File: config.mk
export PLATFORM = sky130hd
export DESIGN_NAME = digi_pattern_source_flat
export DESIGN_NICKNAME = d
export VERILOG_FILES = /design/src/rtl/digi_pattern_source_if.sv /design/src/rtl/digi_pattern_source.sv /design/src/flat_wrapper.sv
export SDC_FILE = /design/constraint.sdc
export NUM_CORES = 1
export LEC_CHECK = 0
export ABC_AREA = 1
export CORE_ASPECT_RATIO = 0.5
export CORE_MARGIN = 4
export CORE_UTILIZATION = 45
export CTS_CLUSTER_DIAMETER = 150
export DETAILED_ROUTE_END_ITERATION = 10
export GPL_TIMING_DRIVEN = 1
export PLACE_DENSITY = 0.72
export SLEW_MARGIN = 0
export SYNTH_ARGS = -nofsm -noshare
export SYNTH_HDL_FRONTEND = slang
export SYNTH_SLANG_ARGS = --single-unit
File: constraint.sdc
create_clock -name clk -period 2.5 [get_ports clk]
set_clock_uncertainty 0.15 [all_clocks]
set_input_delay 0.625 -clock clk [delete_from_list [all_inputs] [get_ports clk]]
set_output_delay 0.625 -clock clk [all_outputs]
set_load 0.005 [all_outputs]
File: src/rtl/digi_pattern_source_if.sv
// Control, table-write and playout-status bundle for digi_pattern_source.
// master drives requests (wrapper/bench); slave is the sequencer itself.
interface digi_pattern_source_if #(
    parameter int DEPTH = 8,
    parameter int DUR_W = 16
);
    localparam int CW = $clog2(DEPTH) + 1;

    logic             wr_valid;
    logic             wr_ready;
    logic             wr_level;
    logic [DUR_W-1:0] wr_dur;
    logic             clear;
    logic             start;
    logic             stop;
    logic             repeat_en;
    logic             dout;
    logic             edge_o;
    logic             busy;
    logic             done;
    logic [CW-1:0]    count;

    modport master (
        output wr_valid, wr_level, wr_dur, clear, start, stop, repeat_en,
        input  wr_ready, dout, edge_o, busy, done, count
    );

    modport slave (
        input  wr_valid, wr_level, wr_dur, clear, start, stop, repeat_en,
        output wr_ready, dout, edge_o, busy, done, count
    );
endinterface

File: src/rtl/digi_pattern_source.sv
// Plays a (level, duration) table on a registered 1-bit line; dout follows start by 1 cycle.
// Table writes are refused (wr_ready=0) while playing or when the table is full.
module digi_pattern_source #(
    parameter int   DEPTH = 8,
    parameter int   DUR_W = 16,
    parameter logic INIT  = 1'b0
) (
    input logic                  clk,
    input logic                  rst_n,
    digi_pattern_source_if.slave bus
);
    localparam int IW = $clog2(DEPTH);
    localparam int CW = IW + 1;

    typedef enum logic [1:0] {
        S_IDLE = 2'd0,
        S_RUN  = 2'd1,
        S_DONE = 2'd2
    } state_t;

    state_t           state_q, state_d;
    logic [CW-1:0]    count_q, count_d;
    logic [IW-1:0]    idx_q,   idx_d;
    logic [DUR_W-1:0] rem_q,   rem_d;
    logic             dout_q,  dout_d;
    logic             edge_q,  edge_d;
    logic             rep_q,   rep_d;

    logic             lvl_q [DEPTH];
    logic [DUR_W-1:0] dur_q [DEPTH];

    logic             wr_ready;
    logic             wr_fire;
    logic             start_ok;
    logic [IW-1:0]    last_idx;
    logic [IW-1:0]    next_idx;

    // A zero duration still holds its level for one cycle.
    function automatic logic [DUR_W-1:0] eff_dur(input logic [DUR_W-1:0] d);
        return (d == '0) ? DUR_W'(1) : d;
    endfunction

    assign wr_ready = (state_q != S_RUN) && (count_q < CW'(DEPTH));
    assign wr_fire  = bus.wr_valid && wr_ready && !bus.clear;
    // clear also blocks start so RUN never sees an empty table
    assign start_ok = bus.start && !bus.stop && !bus.clear && (count_q != '0);
    assign last_idx = IW'(count_q - CW'(1));
    assign next_idx = (idx_q == last_idx) ? '0 : idx_q + IW'(1);

    always_comb begin
        state_d = state_q;
        count_d = count_q;
        idx_d   = idx_q;
        rem_d   = rem_q;
        dout_d  = dout_q;
        rep_d   = rep_q;

        if (wr_fire) begin
            count_d = count_q + CW'(1);
        end

        unique case (state_q)
            S_IDLE, S_DONE: begin
                if (bus.clear) begin
                    count_d = '0;
                end
                if (start_ok) begin
                    state_d = S_RUN;
                    idx_d   = '0;
                    rem_d   = eff_dur(dur_q[0]);
                    dout_d  = lvl_q[0];
                    rep_d   = bus.repeat_en;
                end else if (state_q == S_DONE && (bus.clear || bus.stop)) begin
                    state_d = S_IDLE;
                end
            end
            S_RUN: begin
                if (bus.stop) begin
                    state_d = S_IDLE;
                    dout_d  = INIT;
                end else if (rem_q == DUR_W'(1)) begin
                    if (idx_q == last_idx && !rep_q) begin
                        state_d = S_DONE;
                        dout_d  = INIT;
                    end else begin
                        idx_d  = next_idx;
                        rem_d  = eff_dur(dur_q[next_idx]);
                        dout_d = lvl_q[next_idx];
                    end
                end else begin
                    rem_d = rem_q - DUR_W'(1);
                end
            end
            default: begin
                state_d = S_IDLE;
                dout_d  = INIT;
            end
        endcase

        edge_d = (dout_d != dout_q);
    end

    always_ff @(posedge clk or negedge rst_n) begin
        if (!rst_n) begin
            state_q <= S_IDLE;
            count_q <= '0;
            idx_q   <= '0;
            rem_q   <= DUR_W'(1);
            dout_q  <= INIT;
            edge_q  <= 1'b0;
            rep_q   <= 1'b0;
        end else begin
            state_q <= state_d;
            count_q <= count_d;
            idx_q   <= idx_d;
            rem_q   <= rem_d;
            dout_q  <= dout_d;
            edge_q  <= edge_d;
            rep_q   <= rep_d;
        end
    end

    always_ff @(posedge clk or negedge rst_n) begin
        if (!rst_n) begin
            for (int i = 0; i < DEPTH; i++) begin
                lvl_q[i] <= INIT;
                dur_q[i] <= '0;
            end
        end else if (wr_fire) begin
            lvl_q[count_q[IW-1:0]] <= bus.wr_level;
            dur_q[count_q[IW-1:0]] <= bus.wr_dur;
        end
    end

    assign bus.wr_ready = wr_ready;
    assign bus.dout     = dout_q;
    assign bus.edge_o   = edge_q;
    assign bus.busy     = (state_q == S_RUN);
    assign bus.done     = (state_q == S_DONE);
    assign bus.count    = count_q;
endmodule
File: src/flat_wrapper.sv
// flat-port wrapper written by rule: the top's interface ports become plain ports
module digi_pattern_source_flat 
#(
    parameter int   DEPTH = 8,
    parameter int   DUR_W = 16,
    parameter logic INIT  = 1'b0
)
  (clk, rst_n, bus_wr_valid, bus_wr_level, bus_wr_dur, bus_clear, bus_start, bus_stop, bus_repeat_en, bus_wr_ready, bus_dout, bus_edge_o, bus_busy, bus_done, bus_count);
  digi_pattern_source_if #(.DEPTH(DEPTH), .DUR_W(DUR_W)) bus_i ();
  input logic clk;
  input logic rst_n;
  input wire logic [$bits(bus_i.wr_valid)-1:0] bus_wr_valid;
  input wire logic [$bits(bus_i.wr_level)-1:0] bus_wr_level;
  input wire logic [$bits(bus_i.wr_dur)-1:0] bus_wr_dur;
  input wire logic [$bits(bus_i.clear)-1:0] bus_clear;
  input wire logic [$bits(bus_i.start)-1:0] bus_start;
  input wire logic [$bits(bus_i.stop)-1:0] bus_stop;
  input wire logic [$bits(bus_i.repeat_en)-1:0] bus_repeat_en;
  output wire logic [$bits(bus_i.wr_ready)-1:0] bus_wr_ready;
  output wire logic [$bits(bus_i.dout)-1:0] bus_dout;
  output wire logic [$bits(bus_i.edge_o)-1:0] bus_edge_o;
  output wire logic [$bits(bus_i.busy)-1:0] bus_busy;
  output wire logic [$bits(bus_i.done)-1:0] bus_done;
  output wire logic [$bits(bus_i.count)-1:0] bus_count;
  assign bus_i.wr_valid = bus_wr_valid;
  assign bus_i.wr_level = bus_wr_level;
  assign bus_i.wr_dur = bus_wr_dur;
  assign bus_i.clear = bus_clear;
  assign bus_i.start = bus_start;
  assign bus_i.stop = bus_stop;
  assign bus_i.repeat_en = bus_repeat_en;
  assign bus_wr_ready = bus_i.wr_ready;
  assign bus_dout = bus_i.dout;
  assign bus_edge_o = bus_i.edge_o;
  assign bus_busy = bus_i.busy;
  assign bus_done = bus_i.done;
  assign bus_count = bus_i.count;
  digi_pattern_source #(.DEPTH(DEPTH), .DUR_W(DUR_W), .INIT(INIT)) u_core (.clk(clk), .rst_n(rst_n), .bus(bus_i));
endmodule
Yosys cells after proc, flatten, opt, wreduce, memory -nomap -nowiden
Cells that the tools add are included.
Storage, ports and cells
  memories: 0
  output and inout bits: 9
  word-level logic and storage cells: 109
  bits in latches: 0
  input port bits: 24
  bits in read-only memories: 0
  bits in registers: 164
  bits in writable memories: 0
Cells by class
  reductions and logical operators: 23
  eq/ne operators: 14
  add/sub/neg operators: 4
  multiplexer cells: 39
  multiply operators: 0
  divide/modulo/power cells: 0
  bitwise logic cells: 2
  shift operators: 0
  magnitude comparators: 4
Operators with widths (number)
  two-way mux 16 bit: 9
  bitwise mux 128 bit: 1
  binary-select mux 16 bit (select 3 bit): 1
  demux 16 bit (select 3 bit): 1
  zero test 16 bit: 2
  one-hot mux 16 bit (2 select lines): 1
  equality test 16 x 1 -> 1 bit (second input constant): 1
  subtractor 16 x 1 -> 16 bit (second input constant): 1
  two-way mux 3 bit: 5
  two-way mux 4 bit: 3
  two-way mux 2 bit: 5
  logical AND 1 bit: 9
  bitwise mux 8 bit: 1
  >= comparator 4 bit (second input constant): 2
  inverter 3 -> 4 bit: 2
  two-way mux 1 bit: 7
  != test 2 x 1 -> 1 bit (second input constant): 3
  != test 3 x 2 -> 1 bit (second input constant): 2
  one-hot mux 3 bit (2 select lines): 1
  AND reduction 5 bit: 1
  adder 4 x 1 -> 4 bit (second input constant): 1
  < comparator 4 x 1 -> 1 bit (second input constant): 1
  < comparator 4 bit (second input constant): 1
  != test 2 bit (second input constant): 2
  21 further kinds: 23

Logic depth before layout (Yosys ltp)
Gate-level depths: netlist of run 1.
  depth in word-level cells: 13
  gate-level depth with buffers: 22
  depth with buffers taken out: 20

Least setup slack after synthesis of run 1
OpenSTA, ideal clock, no wires.
  kind: reg2reg
  start: register u_core.count_q[0] (netlist: u_core.bus.count[0])
  end: register u_core.rem_q[0]
  clock period less this slack: 2.409 ns
  required time: 2.282 ns
  library setup time: 0.068 ns
  buffers on the path: 3
  arrival time: 2.191 ns
  slack: 0.091 ns
  cell stages (with the launch flop): 21
  path through: dfrtp_1 > buf_4 > inv_4 > ha_1 > inv_1 > nand2_1 > nand2_1 > nor2_4 > nand2_4 > buf_8 > buf_4 > o2111ai_1 > nand3_1 > nand2_1 > nor2_1 > nand2_1 > nor2_1 > nand2_1 > nand2_1 > nand2_1 > a21oi_2
Between the ends
  word-level cells in the longest chain between the ends: 13
  elaborated cells between the ends (all ways): 19
  those cells by class: add/sub (1); eq/ne (3); mux (9); bitwise (1); reduce/logical (5)
Ends and longest elaborated chain
  from (decl): RTL line digi_pattern_source.sv:22  | logic [CW-1:0] count_q, count_d;
  from (signal assigned): RTL line digi_pattern_source.sv:114  | count_q <= count_d;
  subtractor 3 x 1 -> 3 bit: RTL line digi_pattern_source.sv:47  | assign last_idx = IW'(count_q - CW'(1));
  equality test 3 bit: RTL line digi_pattern_source.sv:48, digi_pattern_source.sv:82
  two-way mux 3 bit: RTL line digi_pattern_source.sv:48  | assign next_idx = (idx_q == last_idx) ? '0 : idx_q + IW'(1);
  inverter 3 -> 4 bit (not written as such): RTL line digi_pattern_source.sv:87  | rem_d = eff_dur(dur_q[next_idx]);
  binary-select mux 16 bit (select 3 bit): RTL line digi_pattern_source.sv:87
  two-way mux 16 bit (not written as such) (2 in series): RTL line digi_pattern_source.sv:87
  zero test 16 bit: RTL line digi_pattern_source.sv:40  | return (d == '0) ? DUR_W'(1) : d;
  two-way mux 16 bit: RTL line digi_pattern_source.sv:40
  two-way mux 16 bit: RTL line digi_pattern_source.sv:82  | if (idx_q == last_idx && !rep_q) begin
  two-way mux 16 bit: RTL line digi_pattern_source.sv:81  | end else if (rem_q == DUR_W'(1)) begin
  two-way mux 16 bit: RTL line digi_pattern_source.sv:78  | if (bus.stop) begin
  one-hot mux 16 bit (2 select lines): RTL line digi_pattern_source.sv:62  | unique case (state_q)
  to (signal assigned): RTL line digi_pattern_source.sv:116  | rem_q <= rem_d;
  to (decl): RTL line digi_pattern_source.sv:24  | logic [DUR_W-1:0] rem_q, rem_d;
Several ways; a longest one is shown, not always the timed one. The select of a mux whose other input is x is not followed.
A chain may end at the register's enable or synchronous reset.

Worst setup path in the final report of run 1
  start: register u_core.count_q[1] (netlist: u_core.bus.count[1])
  end: register u_core.rem_q[0]
Same word-level chain as after synthesis.

==> impl_results.md, run 1 <==
- Result of the run: finished with violations
- Violated checks: setup timing
- Tightest Pin Transition: 0.5233 ns
- Mean area per synthesized cell: 8.002 µm²
- Required arrival time at the worst endpoint: 2.71 ns
- Number of design-rule violations left by the first detailed-router iteration: 1107
- I/O pin count: 33
- Endpoint arrival time on the critical path: 2.87 ns
- Crit end category: flop
- Buffers and inverters on the worst path: 4
- Number of antenna violations at the first check in global routing: 0
- Net count after synthesis: 1091
- Worst relative slew slack: 0.6511
- Final WL: 26840 µm
- Total iterations of the first detailed-routing run: 6
- Number of pins exceeding their max-slew limit in the final report: 0
- Top cells by area in the synthesized netlist: sky130_fd_sc_hd__dfrtp_1 48%, sky130_fd_sc_hd__nand2_1 11%, sky130_fd_sc_hd__o21ai_0 9.1%
- Maximum root-to-sink buffer count: 2
- Clock Root Buffer: sky130_fd_sc_hd__clkbuf_16
- Asr flop ratio synth: 1.000
- Storage element area: 4106 µm²
- DIE AREA: 21280 µm²
- Total of flip-flops plus latches after synthesis: 164
- CP cell instances: inv_2 -> ha_4 -> nand2_1 -> nand2_2 -> nor2_4 -> nand2_8 -> buf_12 -> buf_12 -> nand3_1 -> nand3_2 -> nand3_2 -> nand2_2 -> nand2_1 -> inv_1 -> nand2_1 -> nor2_2 -> nand2_1 -> nand2_1 -> nand2_1 -> a21oi_2
- Antenna diode instance count: 0
- Clock sink count: 164
- Net count of the finished layout: 1189
- Pwr per Cell Area: 822.8 nW/µm²
- Post-route cell area: 10960 µm²
- Worst min-delay path class: flop to flop
- Register area share after synthesis: 0.4831
- Largest net degree at the start of global routing: 72
- Average wire per cell in the routed design: 18.74 µm
- TritonCTS clock tree: done
- Number of flops mapped to enable cells by yosys: 0
- Critical-path maximum fanout: 7
- Final Wtd Congestion: 0.9137
- Number of filler cells placed in the layout: 1566
- DPL Wire Length: 16240 µm
- Prevailing post-synth register cell: sky130_fd_sc_hd__dfrtp_1
- Deepest level of the CTS H-tree: 4
- Final worst hold slack: 0.3322 ns
- Highest Clock Rate: 0.3761 GHz
- Final worst slack: -0.1587 ns
- Largest incremental delay on the critical path: 0.39 ns
- Crit path time final: 2.659 ns
- Dominant cell type by count on the critical path: sky130_fd_sc_hd__nand2_1
- Global-route wire length before repair: 42470 µm
- Number of design rule violations left after detail routing: 0
- Post-synthesis cell area: 8498 µm²
- # port buffers: 32
- Y dimension of the die: 105.2 µm
- Worst Setup Start Kind: flop
- Area occupied by multi-input gates: 3970 µm²
- Residual antenna-violating net count after detailed routing: 0
- Number of buffers inserted during clock tree synthesis: 17
- Effective utilization at floorplan: 0.4599
- Gate count after technology mapping: 1062
- Total GRT Usage: 0.2494
- Portion of synthesized cell area occupied by the leading cell type: 0.4800
- Clock slew at reported path FFs: 0.08 ns
- Cell type with the largest total area after synthesis: sky130_fd_sc_hd__dfrtp_1
- Via count: 8194
- Area of the placeable core: 18480 µm²
- VDD IR max: 0.5210 mV
- Final Hold Vio Count: 0
- Top cell family by delay on the critical path: simple AND/OR/NAND/NOR gates
- Number of rows created at floorplan: 35
- Congestion Overflow GR: 0
- Number of max-cap violations: 0
- Clock latency on the worst-skew pair: 0.43 ns
- Layout Area Growth over Synthesis: 28.96%
- Setup slack after placement: -0.1328 ns
- Fraction of final layout cells sized beyond drive strength 1: 0.2097
- Synth unique cells: 43
- Leakage dissipation: 4.998 nW
- Placed Instance Area: 9560 µm²
- WS Path Type: flop to flop
- Routed vias/inst: 5.722
- Yosys warnings: 0
- CP max stage cell: sky130_fd_sc_hd__dfrtp_1
- DIE WIDTH: 202.3 µm
- Setup TNS Final: -1.337 ns
- Period Utilization, post-route: 1.063
- Via count of the first global-routing pass: 7695
- Final count of negative-setup-slack endpoints: 18
- Unrepaired setup endpoints after global routing: true
## sequential cells by signal, summed over array words and instances, names as in the netlist
name / count
u_core.rem_q: 16
u_core.bus.dout: 1
u_core.lvl_q: 8
u_core.dur_q: 128
u_core.idx_q: 3
u_core.bus.edge_o: 1
u_core.state_q: 2
u_core.bus.count: 4
u_core.rep_q: 1
## power breakdown
group	internal (mW)	switching, mW	leakage, nW	total (mW)
logic	1.14	1.39	2.54	2.53
registers	3.27	0.553	2.17	3.82
clock network	1.35	1.31	0.285	2.67
total	5.76	3.25	5.00	9.02
## worst register-to-register path: cells and delay by family (launching register included)
family / cells / cell delay (ns)
AOI/OAI and AO/OA: 1 / 0.13
adders and majority gates: 1 / 0.28
buffers and inverters: 4 / 0.45
and+or+nand+nor: 14 / 1.19
DFF: 1 / 0.39
## cell families (layout without fill, tap and decap cells)
kind of cell	after synthesis	count (layout)	synth area share
flip-flops	164	164	0.4831
AND/OR/NAND/NOR	477	477	0.2525
AO/OA/AOI/OAI	234	234	0.1608
adder cells (fa/ha/maj)	5	5	0.007362
XOR/XNOR	9	9	0.009276
buffers and inverters	173	284	0.08701
## per-stage QoR
step                        util  std cells  power [mW]
after floorplan                -       1062       5.056
after global placement    0.5173       1365       5.871
after detailed placement  0.5173       1365       5.956
after CTS                 0.5729       1419       8.788
after global routing      0.5930       1432       9.510
final                     0.5930       1432       9.017
## synthesized netlist by cell type (8+ instances only)
cell / count
sky130_fd_sc_hd__buf_2: 9
sky130_fd_sc_hd__o21ai_1: 8
sky130_fd_sc_hd__nand4_1: 11
sky130_fd_sc_hd__xor2_1: 8
sky130_fd_sc_hd__nor4_1: 8
sky130_fd_sc_hd__nand3b_1: 14
sky130_fd_sc_hd__a21oi_1: 17
sky130_fd_sc_hd__nor2_1: 41
sky130_fd_sc_hd__dfrtp_1: 163
sky130_fd_sc_hd__or2_2: 28
sky130_fd_sc_hd__nand3_1: 103
sky130_fd_sc_hd__o21ai_0: 154
sky130_fd_sc_hd__o2111ai_1: 29
sky130_fd_sc_hd__clkbuf_1: 37
sky130_fd_sc_hd__nand2_1: 258
sky130_fd_sc_hd__inv_1: 108
## worst paths after layout
kind	startpoint	endpoint	slack (ns)	cells after the start
min in group asynchronous	rst_n	u_core.bus.count[3]$_DFF_PN0_	0.56	2
worst max-delay path	u_core.bus.count[1]$_DFF_PN0_	u_core.rem_q[0]$_DFFE_PN1P_	-0.16	20
max in group asynchronous	rst_n	u_core.dur_q[23]$_DFFE_PN0P_	0.91	3
worst min register to register	u_core.dur_q[100]$_DFFE_PN0P_	u_core.dur_q[100]$_DFFE_PN0P_	0.33	2
worst min-delay path	u_core.dur_q[100]$_DFFE_PN0P_	u_core.dur_q[100]$_DFFE_PN0P_	0.33	2
worst max register to register	u_core.bus.count[1]$_DFF_PN0_	u_core.rem_q[0]$_DFFE_PN1P_	-0.16	20
## routing by layer
layer	global-route usage	up-vias	share of wire
li1	-	3741	-
met1	0.3784	4018	0.45
met2	0.3797	391	0.44
met3	0.03318	44	0.082
met4	0.06050	0	0.020
met5	0	-	0
## what timing repair did
action	CTS	global route
setup endpoints to repair	10	24
resized for setup	43	57
cloned	4	3
hold endpoints to repair	5	0
setup buffers	18	11
hold buffers	1	0
pin swaps	37	47
## cell usage in the layout (no fill, tap or decap), types with 20 or more instances in the layout
cell type | Yosys | layout
sky130_fd_sc_hd__o21ai_0 | 154 | 148
sky130_fd_sc_hd__buf_4 | 6 | 70
sky130_fd_sc_hd__nor2_1 | 41 | 38
sky130_fd_sc_hd__dfrtp_1 | 163 | 162
sky130_fd_sc_hd__clkdlybuf4s50_1 | 0 | 31
sky130_fd_sc_hd__clkbuf_16 | 0 | 20
sky130_fd_sc_hd__inv_1 | 108 | 104
sky130_fd_sc_hd__or2_2 | 28 | 28
sky130_fd_sc_hd__nand2_1 | 258 | 246
sky130_fd_sc_hd__nand3_1 | 103 | 88
## layout make-up
type	count	share of cell area
sequential	164	0.3747
multi-input combinational	725	0.3623
timing repair buffer	138	0.1379
inverter	114	0.04087
clock buffer	17	0.03882
tap	259	0.02957
clock inverter	15	0.01587
(Power assumes the default switching activity.)
==> run 2, diff against run 1 <==
--- a/config.mk
+++ b/config.mk
@@ -6,10 +6,11 @@
 export NUM_CORES = 1
 export LEC_CHECK = 0
 export ABC_AREA = 1
+export CAP_MARGIN = 20
 export CORE_ASPECT_RATIO = 0.5
 export CORE_MARGIN = 4
 export CORE_UTILIZATION = 45
-export CTS_CLUSTER_DIAMETER = 150
+export CTS_CLUSTER_DIAMETER = 60
 export DETAILED_ROUTE_END_ITERATION = 10
 export GPL_TIMING_DRIVEN = 1
 export PLACE_DENSITY = 0.72
==> results of run 2 <==
No change in the layout: final DEF, timing and power equal those of run 1.
